File: src/rtl/pc_sequencer.sv
// Fetch program-counter sequencer: branch/jump resolution with optional delay slot, link writes, halt detection.
// Optional feature macro: PC_ADDR_ERR_EN enables the misaligned register-jump exception path.
module pc_sequencer #(
    parameter logic [31:0] RESET_VECTOR = 32'hBFC00000,
    parameter logic [31:0] HALT_ADDR    = 32'h00000000,
    parameter int          DELAY_SLOTS  = 1,
    parameter logic [31:0] EXC_VECTOR   = 32'hBFC00180
) (
    input  logic        clk,
    input  logic        reset,
    input  logic        stall,
    input  logic        branch,
    input  logic        jump,
    input  logic [31:0] instr,
    input  logic        eq,
    input  logic        lt,
    input  logic [31:0] reg_read,
    output logic [31:0] pc,
    output logic        delay_slot,
    output logic        link_we,
    output logic [4:0]  link_dst,
    output logic [31:0] link_addr,
    output logic        active,
    output logic        addr_err
);

    typedef enum logic [1:0] {
        ST_RUN   = 2'd0,
        ST_DELAY = 2'd1,
        ST_HALT  = 2'd2
    } state_t;

    state_t      state_r;
    logic [31:0] pending_r;

    logic [5:0]  opcode_s;
    logic [4:0]  rt_s;
    logic [31:0] pc_plus4_s;
    logic [31:0] link_ret_s;
    logic [31:0] br_target_s;
    logic [31:0] j_target_s;
    logic [31:0] reg_target_s;
    logic        reg_misaligned_s;
    logic        taken_s;
    logic        is_link_s;
    logic [4:0]  link_sel_s;
    logic [31:0] target_s;
    logic        misalign_s;

    assign opcode_s         = instr[31:26];
    assign rt_s             = instr[20:16];
    assign pc_plus4_s       = pc + 32'd4;
    assign link_ret_s       = (DELAY_SLOTS != 0) ? (pc + 32'd8) : pc_plus4_s;
    assign br_target_s      = pc_plus4_s + {{14{instr[15]}}, instr[15:0], 2'b00};
    assign j_target_s       = {pc_plus4_s[31:28], instr[25:0], 2'b00};
    assign reg_misaligned_s = (reg_read[1:0] != 2'b00);

    // Register-jump target: without the exception path the low bits are simply dropped
`ifdef PC_ADDR_ERR_EN
    assign reg_target_s = reg_read;
`else
    assign reg_target_s = reg_misaligned_s ? {reg_read[31:2], 2'b00} : reg_read;
`endif

    // Decode the instruction at pc into taken/target/link decisions; branch wins over jump
    always_comb begin
        taken_s    = 1'b0;
        is_link_s  = 1'b0;
        link_sel_s = 5'd31;
        target_s   = pc_plus4_s;
        misalign_s = 1'b0;
        if (branch) begin
            target_s = br_target_s;
            case (opcode_s)
                6'b000100: taken_s = eq;
                6'b000101: taken_s = !eq;
                6'b000111: taken_s = !eq && !lt;
                6'b000110: taken_s = eq || lt;
                6'b000001: begin
                    case (rt_s)
                        5'b00001: taken_s = !lt;
                        5'b10001: begin
                            taken_s   = !lt;
                            is_link_s = 1'b1;
                        end
                        5'b00000: taken_s = lt;
                        5'b10000: begin
                            taken_s   = lt;
                            is_link_s = 1'b1;
                        end
                        default: taken_s = 1'b0;
                    endcase
                end
                default: taken_s = 1'b0;
            endcase
        end else if (jump) begin
            case (opcode_s)
                6'b000010: begin
                    taken_s  = 1'b1;
                    target_s = j_target_s;
                end
                6'b000011: begin
                    taken_s   = 1'b1;
                    target_s  = j_target_s;
                    is_link_s = 1'b1;
                end
                6'b000000: begin
                    taken_s    = 1'b1;
                    target_s   = reg_target_s;
                    is_link_s  = instr[0];
                    link_sel_s = instr[15:11];
`ifdef PC_ADDR_ERR_EN
                    misalign_s = reg_misaligned_s;
`else
                    misalign_s = 1'b0;
`endif
                end
                default: taken_s = 1'b0;
            endcase
        end else begin
            taken_s = 1'b0;
        end
    end

    // Sequencer FSM with all outputs registered; link_we and addr_err self-clear every edge
    always_ff @(posedge clk) begin
        if (reset) begin
            state_r    <= ST_RUN;
            pc         <= RESET_VECTOR;
            pending_r  <= 32'h00000000;
            delay_slot <= 1'b0;
            link_we    <= 1'b0;
            link_dst   <= 5'd0;
            link_addr  <= 32'h00000000;
            active     <= 1'b1;
            addr_err   <= 1'b0;
        end else begin
            link_we  <= 1'b0;
            addr_err <= 1'b0;
            if (!stall) begin
                case (state_r)
                    ST_RUN: begin
                        if (misalign_s) begin
                            pc         <= EXC_VECTOR;
                            delay_slot <= 1'b0;
                            addr_err   <= 1'b1;
                        end else begin
                            if (is_link_s) begin
                                link_we   <= 1'b1;
                                link_dst  <= link_sel_s;
                                link_addr <= link_ret_s;
                            end else begin
                                link_we <= 1'b0;
                            end
                            if (taken_s && (DELAY_SLOTS != 0)) begin
                                pc         <= pc_plus4_s;
                                pending_r  <= target_s;
                                delay_slot <= 1'b1;
                                state_r    <= ST_DELAY;
                            end else if (taken_s) begin
                                pc <= target_s;
                                if (target_s == HALT_ADDR) begin
                                    state_r <= ST_HALT;
                                    active  <= 1'b0;
                                end else begin
                                    state_r <= ST_RUN;
                                end
                            end else begin
                                pc <= pc_plus4_s;
                            end
                        end
                    end
                    ST_DELAY: begin
                        pc         <= pending_r;
                        delay_slot <= 1'b0;
                        if (pending_r == HALT_ADDR) begin
                            state_r <= ST_HALT;
                            active  <= 1'b0;
                        end else begin
                            state_r <= ST_RUN;
                        end
                    end
                    ST_HALT: begin
                        pc     <= HALT_ADDR;
                        active <= 1'b0;
                    end
                    default: begin
                        state_r <= ST_HALT;
                        pc      <= HALT_ADDR;
                        active  <= 1'b0;
                    end
                endcase
            end else begin
                state_r <= state_r;
            end
        end
    end

endmodule

File: config.mk
export PLATFORM = sky130hd
export DESIGN_NAME = pc_sequencer
export DESIGN_NICKNAME = d
export VERILOG_FILES = /design/src/rtl/pc_sequencer.sv
export SDC_FILE = /design/constraint.sdc
export NUM_CORES = 1
export LEC_CHECK = 0
export CAP_MARGIN = 15
export CORE_MARGIN = 10
export CORE_UTILIZATION = 50
export CTS_BUF_LIST = sky130_fd_sc_hd__clkbuf_2
export CTS_CLUSTER_SIZE = 8
export DETAILED_ROUTE_END_ITERATION = 10
export PLACE_DENSITY = 0.87
export RECOVER_POWER = 25
export SLEW_MARGIN = 10
export SYNTH_ARGS = -nofsm -noshare
export SYNTH_HDL_FRONTEND = slang
export SYNTH_SLANG_ARGS = --single-unit
File: constraint.sdc
create_clock -name clk -period 3.3 [get_ports clk]
set_clock_uncertainty 0.05 [all_clocks]
set_input_delay 0.66 -clock clk [delete_from_list [all_inputs] [get_ports clk]]
set_output_delay 0.66 -clock clk [all_outputs]
set_load 0.005 [all_outputs]
# Word-level counts from Yosys, hierarchy flattened
# Index checks and enable logic that the tools add are counted.
totals:
  regBits: 106
  inputBits: 71
  out_inout_bits: 73
  wordCells: 75
classes:
  add_sub_neg: 3
  eq_ne: 14
  muxes: 26
  bitwise_logic: 3
  n_reduce_logical: 21
op_table:
  columns: ["cell", "n"]
  rows:
  - ["$pmux 32 s2", 2]
  - ["$mux 32", 2]
  - ["$add 32x3->32 const B", 1]
  - ["$add 32x32->32", 1]
  - ["$add 32x4->32 const B", 1]
  - ["$logic_not 32->1", 1]
  - ["$eq 6x3->1 const B", 4]
  - ["$mux 5", 3]
  - ["$reduce_and 3->1", 5]
  - ["$eq 6x2->1 const B", 2]
  - ["$eq 5x5->1 const B", 2]
  - ["$mux 1", 10]
  - ["$pmux 1 s2", 4]
  - ["$reduce_or 2->1", 4]
  - ["$eq 6x1->1 const B", 1]
  - ["$logic_not 6->1", 1]
  - ["$mux 2", 3]
  - ["$pmux 2 s3", 1]
  - ["$reduce_or 3->1", 2]
  - ["$eq 5x1->1 const B", 1]
  - ["$logic_not 5->1", 1]
  - ["$pmux 1 s5", 1]
  - ["$ne 2x2->1 const B", 2]
  - ["$reduce_bool 2->1", 2]
  - ["7 further kinds", 10]

# Depth between registers and ports, before layout
depth:
  ltp_word: 7
  mapped_depth: 16
  depth_no_buf: 16

# Worst setup path after synthesis
# Ideal clock, no wire load.
synth_path:
  kind: "register to register"
  startpoint: "register pc[3]"
  endpoint: "register pending_r[26]"
  setup_time_ns: 0.117
  arrival_ns: 3.547
  required_ns: 3.133
  setup_slack_ns: -0.413
  path_stages_with_launch: 16
  n_path_buf: 1
  synth_period_minus_slack_ns: 3.713
  path_cell_list: "dfxtp_1 -> ha_1 -> nand3_2 -> or4_1 -> buf_2 -> nor2_1 -> xor2_1 -> ha_1 -> and4_1 -> nand2_1 -> a211o_1 -> and3_1 -> a2111oi_2 -> o21a_1 -> o21ai_1 -> a22o_1"
synth_via:
  elab_chain_len: 4
  elab_cells_between_ends: 5
  classes_between: "add/sub: 2; mux: 3"
synth_rtl:
  columns: ["element", "line", "rtl"]
  rows:
  - ["start: declaration", "18", "output logic [31:0] pc,"]
  - ["start signal: assignment", "156", "pc <= pc_plus4_s;"]
  - ["start signal: assignment", "161", "pc <= target_s;"]
  - ["start signal: assignment", "169", "pc <= pc_plus4_s;"]
  - ["$add 32x3->32 (*)", "52", "assign pc_plus4_s = pc + 32'd4;"]
  - ["branches (longest 2 deep; another with $add 32x32->32)", null, null]
  - ["$mux 32 (*)", "72", "if (branch) begin"]
  - ["end signal: assignment", "157", "pending_r <= target_s;"]
  - ["end: declaration", "34", "logic [31:0] pending_r;"]
# Every way passes the cells marked *.
# A chain may end at the register's enable or synchronous reset.

# Worst setup path in the final report
layout_path:
  startpoint: "register pc[3]"
  endpoint: "register pending_r[20]"
# The elaborated chain is that of the path after synthesis.

==> run summary <==
The flow ran to the end, but the final reports show violations. The final reports fail on capacitance limit, slew limit, setup timing. At the end of the flow, the number of nets in the layout was between 1000 and 1500. Clock tree synthesis inserted a total of 9 buffers.

The capturing element type of the critical path is a flip-flop. The delay contributed by the slowest stage of the critical path came out at roughly 0.55 ns. The standard-cell row count came out at 45.

The share of the Yosys chip area taken by registers is between 20% and 30%. The synthesized area divided by synthesized cell count is 7.40 um2. The hold violation count in the final report came out at 0.

The count of routing violations after the opening detailed-route iteration came out at between 1000 and 1500. Input and output buffers added on the ports amount to 140. The proportion of register bits with asynchronous set or reset after synthesis came out at 0%.

The predominant post-synthesis flop cell is dfxtp_1. The library cell used most frequently in the layout, excluding fill and tap cells, is buf_4. The relative max-transition margin came out at -21.3%.

STA classifies the critical path startpoint as a flip-flop. The clock net sink count came out at between 100 and 150. The arrival time at the worst endpoint came out at 4.33 ns. The count of warnings emitted by yosys came out at 0. The area growth from synthesis to final layout came out at 51.5%. For this design, the slowest cell found on the critical path is or4_4.

After global routing the overflow that remains totals 0. The HPWL after detailed placement is about 22 mm. The die extent in x came out at approximately 140 um. In this run the worst hold path is classified as reg -> reg. CTS placed an instance of clkbuf_2 at the clock tree root. For this design, the CTS-stage hold fixing added 0 buffers. The layout filler cell count is a little under 1000. The full die area is between 20000 and 25000 um2.

The fraction of final layout cells sized beyond drive strength 1 came out at around 27%. The per-cell routed wire length came out at between 20 and 25 um. The via-per-instance ratio came out at roughly 6.5. At the pin with the least slew margin, the transition time is between 1.5 and 2 ns. The sum of negative setup slack is -3.31 ns. Including well taps, the total number of placed cells is ~1500. The first-pass GRT wire length came out at between 40 and 50 mm.

The leakage power total came out at 0.00460 uW. Setup repair after global routing could not meet its margin everywhere. The maximum buffer depth of the clock tree came out at 2. The count of placed standard cells in the final layout, fillers left out is around 1500. Power comes to 2710 uW. The number of primary I/O pins is about 140. The detailed router placed roughly 9900 vias in this run. The gate family responsible for the most delay along the worst path is simple AND/OR/NAND/NOR gates.

The buffer and inverter count on the worst path is 1. The number of cells produced by synthesis is roughly 1000. Power spread over the standard cell area amounts to 231 nW/um2. The starting density of the core came out at about half. Final hold analysis gives a worst-case slack of between 0.4 and 0.5 ns. The portion of the clock cycle consumed by the worst path in the final layout came out at 114%.

For the finished layout, the period the worst path requires is ~3.8 ns. In this run the number of H-tree levels came out at 3. The synthesized design contains approximately 110 register bits. The die is 144 um tall. The number of enable-type register cells in the synthesized netlist is 0. The max capacitance violation total is 1. The remaining antenna violation count came out at 0. For the worst setup path, the data required time is 3.88 ns. Along the worst path, the maximum fanout reaches 4. The sum of routed wire length over all layers came out at around 33 mm. The number of nets produced by synthesis came out at ~1200. Yosys mapped the design onto 74 distinct sky130hd cell types. The via count of the first global-routing pass came out at between 9000 and 10000. The final-report max-slew violation count came out at 43.

The maximum resistive drop on vdd is approximately 140 uV. The maximum clock frequency is around 0.27 GHz. By startpoint and endpoint, the worst setup path is classified as reg -> reg. The TritonCTS clock tree is yes. Setup violations remaining at the end of the flow were counted as 14. Traced cell by cell, the critical path runs through ha_4 -> nand3_4 -> or4_4 -> nor2_4 -> xor2_4 -> ha_4 -> buf_6 -> a21oi_4 -> nand2_2 -> a221o_1 -> nor3_4 -> o21bai_1 -> xnor2_1 -> a221o_1 -> a21oi_2. The insertion delay to the later sink of the worst-skew pair came out at ~0.66 ns.

The count of TritonRoute iterations in the first routing pass is 6. The library cells used most frequently in the layout, excluding fill and tap cells, are buf_4, nand2_1, clkdlybuf4s50_1. The maximum number of pins on one net before global-route repair is 71. The clock-pin slew on the worst setup and hold paths came out at slightly above 0.3 ns. At the end of routability-driven placement, the weighted congestion stood at 0.939.

The overall routing resource usage is between 20% and 30%. The initial antenna violation count came to 0. The DRC violation count after routing came out at 0. The cell area after technology mapping came out at between 7000 and 8000 um2. The core area is approximately 15000 um2. In the post-route analysis, the smallest setup slack over all paths is -0.452 ns.
timing repair:
action | CTS | global route
gates resized for setup | 66 | 82
pin swaps | 35 | 37
setup buffers | 15 | 5
setup endpoints to repair | 18 | 20
worst reg2reg max path: stages (launching register included):
cell and delay [ns]:
dfxtp_4 0.45, ha_4 0.15, nand3_4 0.10, or4_4 0.55, nor2_4 0.22, xor2_4 0.31, ha_4 0.27, buf_6 0.13
a21oi_4 0.17, nand2_2 0.08, a221o_1 0.36, nor3_4 0.20, o21bai_1 0.13, xnor2_1 0.16, a221o_1 0.32, a21oi_2 0.11
state kept, by name, indices dropped and copies added, names as in the netlist:
signal,cells
link_we,1
active,1
delay_slot,1
pc,32
link_addr,32
pending_r,32
state_r,2
link_dst,5
routing by layer:
metal,share of wire (%),vias up,track usage (%)
li1,-,4334,-
met1,38,4560,37.3
met2,45,800,45.1
met3,11,174,5.81
met4,5.4,0,12.3
met5,0,-,0
report_power, final:
group / leakage (uW) / switching, uW / internal, uW / total, uW
sequential: 0.000859 / 22.0 / 1300 / 1320
combinational: 0.00367 / 379 / 350 / 729
clock: 0.0000724 / 475 / 180 / 655
total: 0.00460 / 875 / 1830 / 2710
worst paths after layout:
check / startpoint / cells past startpoint / slack (ns) / end
worst max-delay path: pc[3]$_SDFFE_PP0N_ / 15 / -0.45 / pending_r[20]$_SDFFE_PP0P_
worst min-delay path: link_addr[9]$_SDFFE_PP0P_ / 2 / 0.41 / link_addr[9]$_SDFFE_PP0P_
worst max register to register: pc[3]$_SDFFE_PP0N_ / 15 / -0.45 / pending_r[20]$_SDFFE_PP0P_
worst min register to register: link_addr[9]$_SDFFE_PP0P_ / 2 / 0.41 / link_addr[9]$_SDFFE_PP0P_
cell type report:
class,instances,area [um2],share of cell area (%)
well taps,188,235,2.01
multi-input cells,839,6050,51.7
flip-flops and latches,106,2130,18.2
diodes,1,2.50,0.0214
inverters,16,63.8,0.545
clock inverters,6,66.3,0.567
clock buffers,10,50.0,0.428
repair buffers,359,3100,26.5
logic make-up after synthesis:
group                      share of synthesized area (%)
AOI/OAI and AO/OA                                   24.6
xor gates and xnor gates                            9.12
adders and majority gates                           6.25
buffers and inverters                               5.33
DFF                                                 27.5
muxes                                               1.52
other                                             0.0486
and+or+nand+nor                                     25.7
through the flow:
step	utilization, %	instance area (um2)	worst slack (ns)
final	77.3	11700	-0.452
after global routing	77.3	11700	-0.568
after CTS	74.3	11300	-0.244
after detailed placement	70.3	10600	-0.408
after global placement	70.3	10600	-0.329
after floorplan	-	7800	-0.0857
Yosys cell counts, drive strengths merged, types with 16 or more instances:
| cell | number | area (um2) |
|---|---|---|
| a21oi | 107 | 539 |
| a221oi | 17 | 149 |
| a22oi | 24 | 180 |
| buf | 25 | 134 |
| clkbuf | 58 | 218 |
| dfxtp | 106 | 2120 |
| ha | 37 | 463 |
| inv | 16 | 60.1 |
| nand2 | 156 | 588 |
| nand3 | 26 | 135 |
| nor2 | 95 | 357 |
| nor3 | 33 | 165 |
| nor4 | 24 | 178 |
| o21ai | 49 | 245 |
| xnor2 | 41 | 367 |
| xor2 | 36 | 315 |
Note: power is estimated with default switching activity, not from simulation.
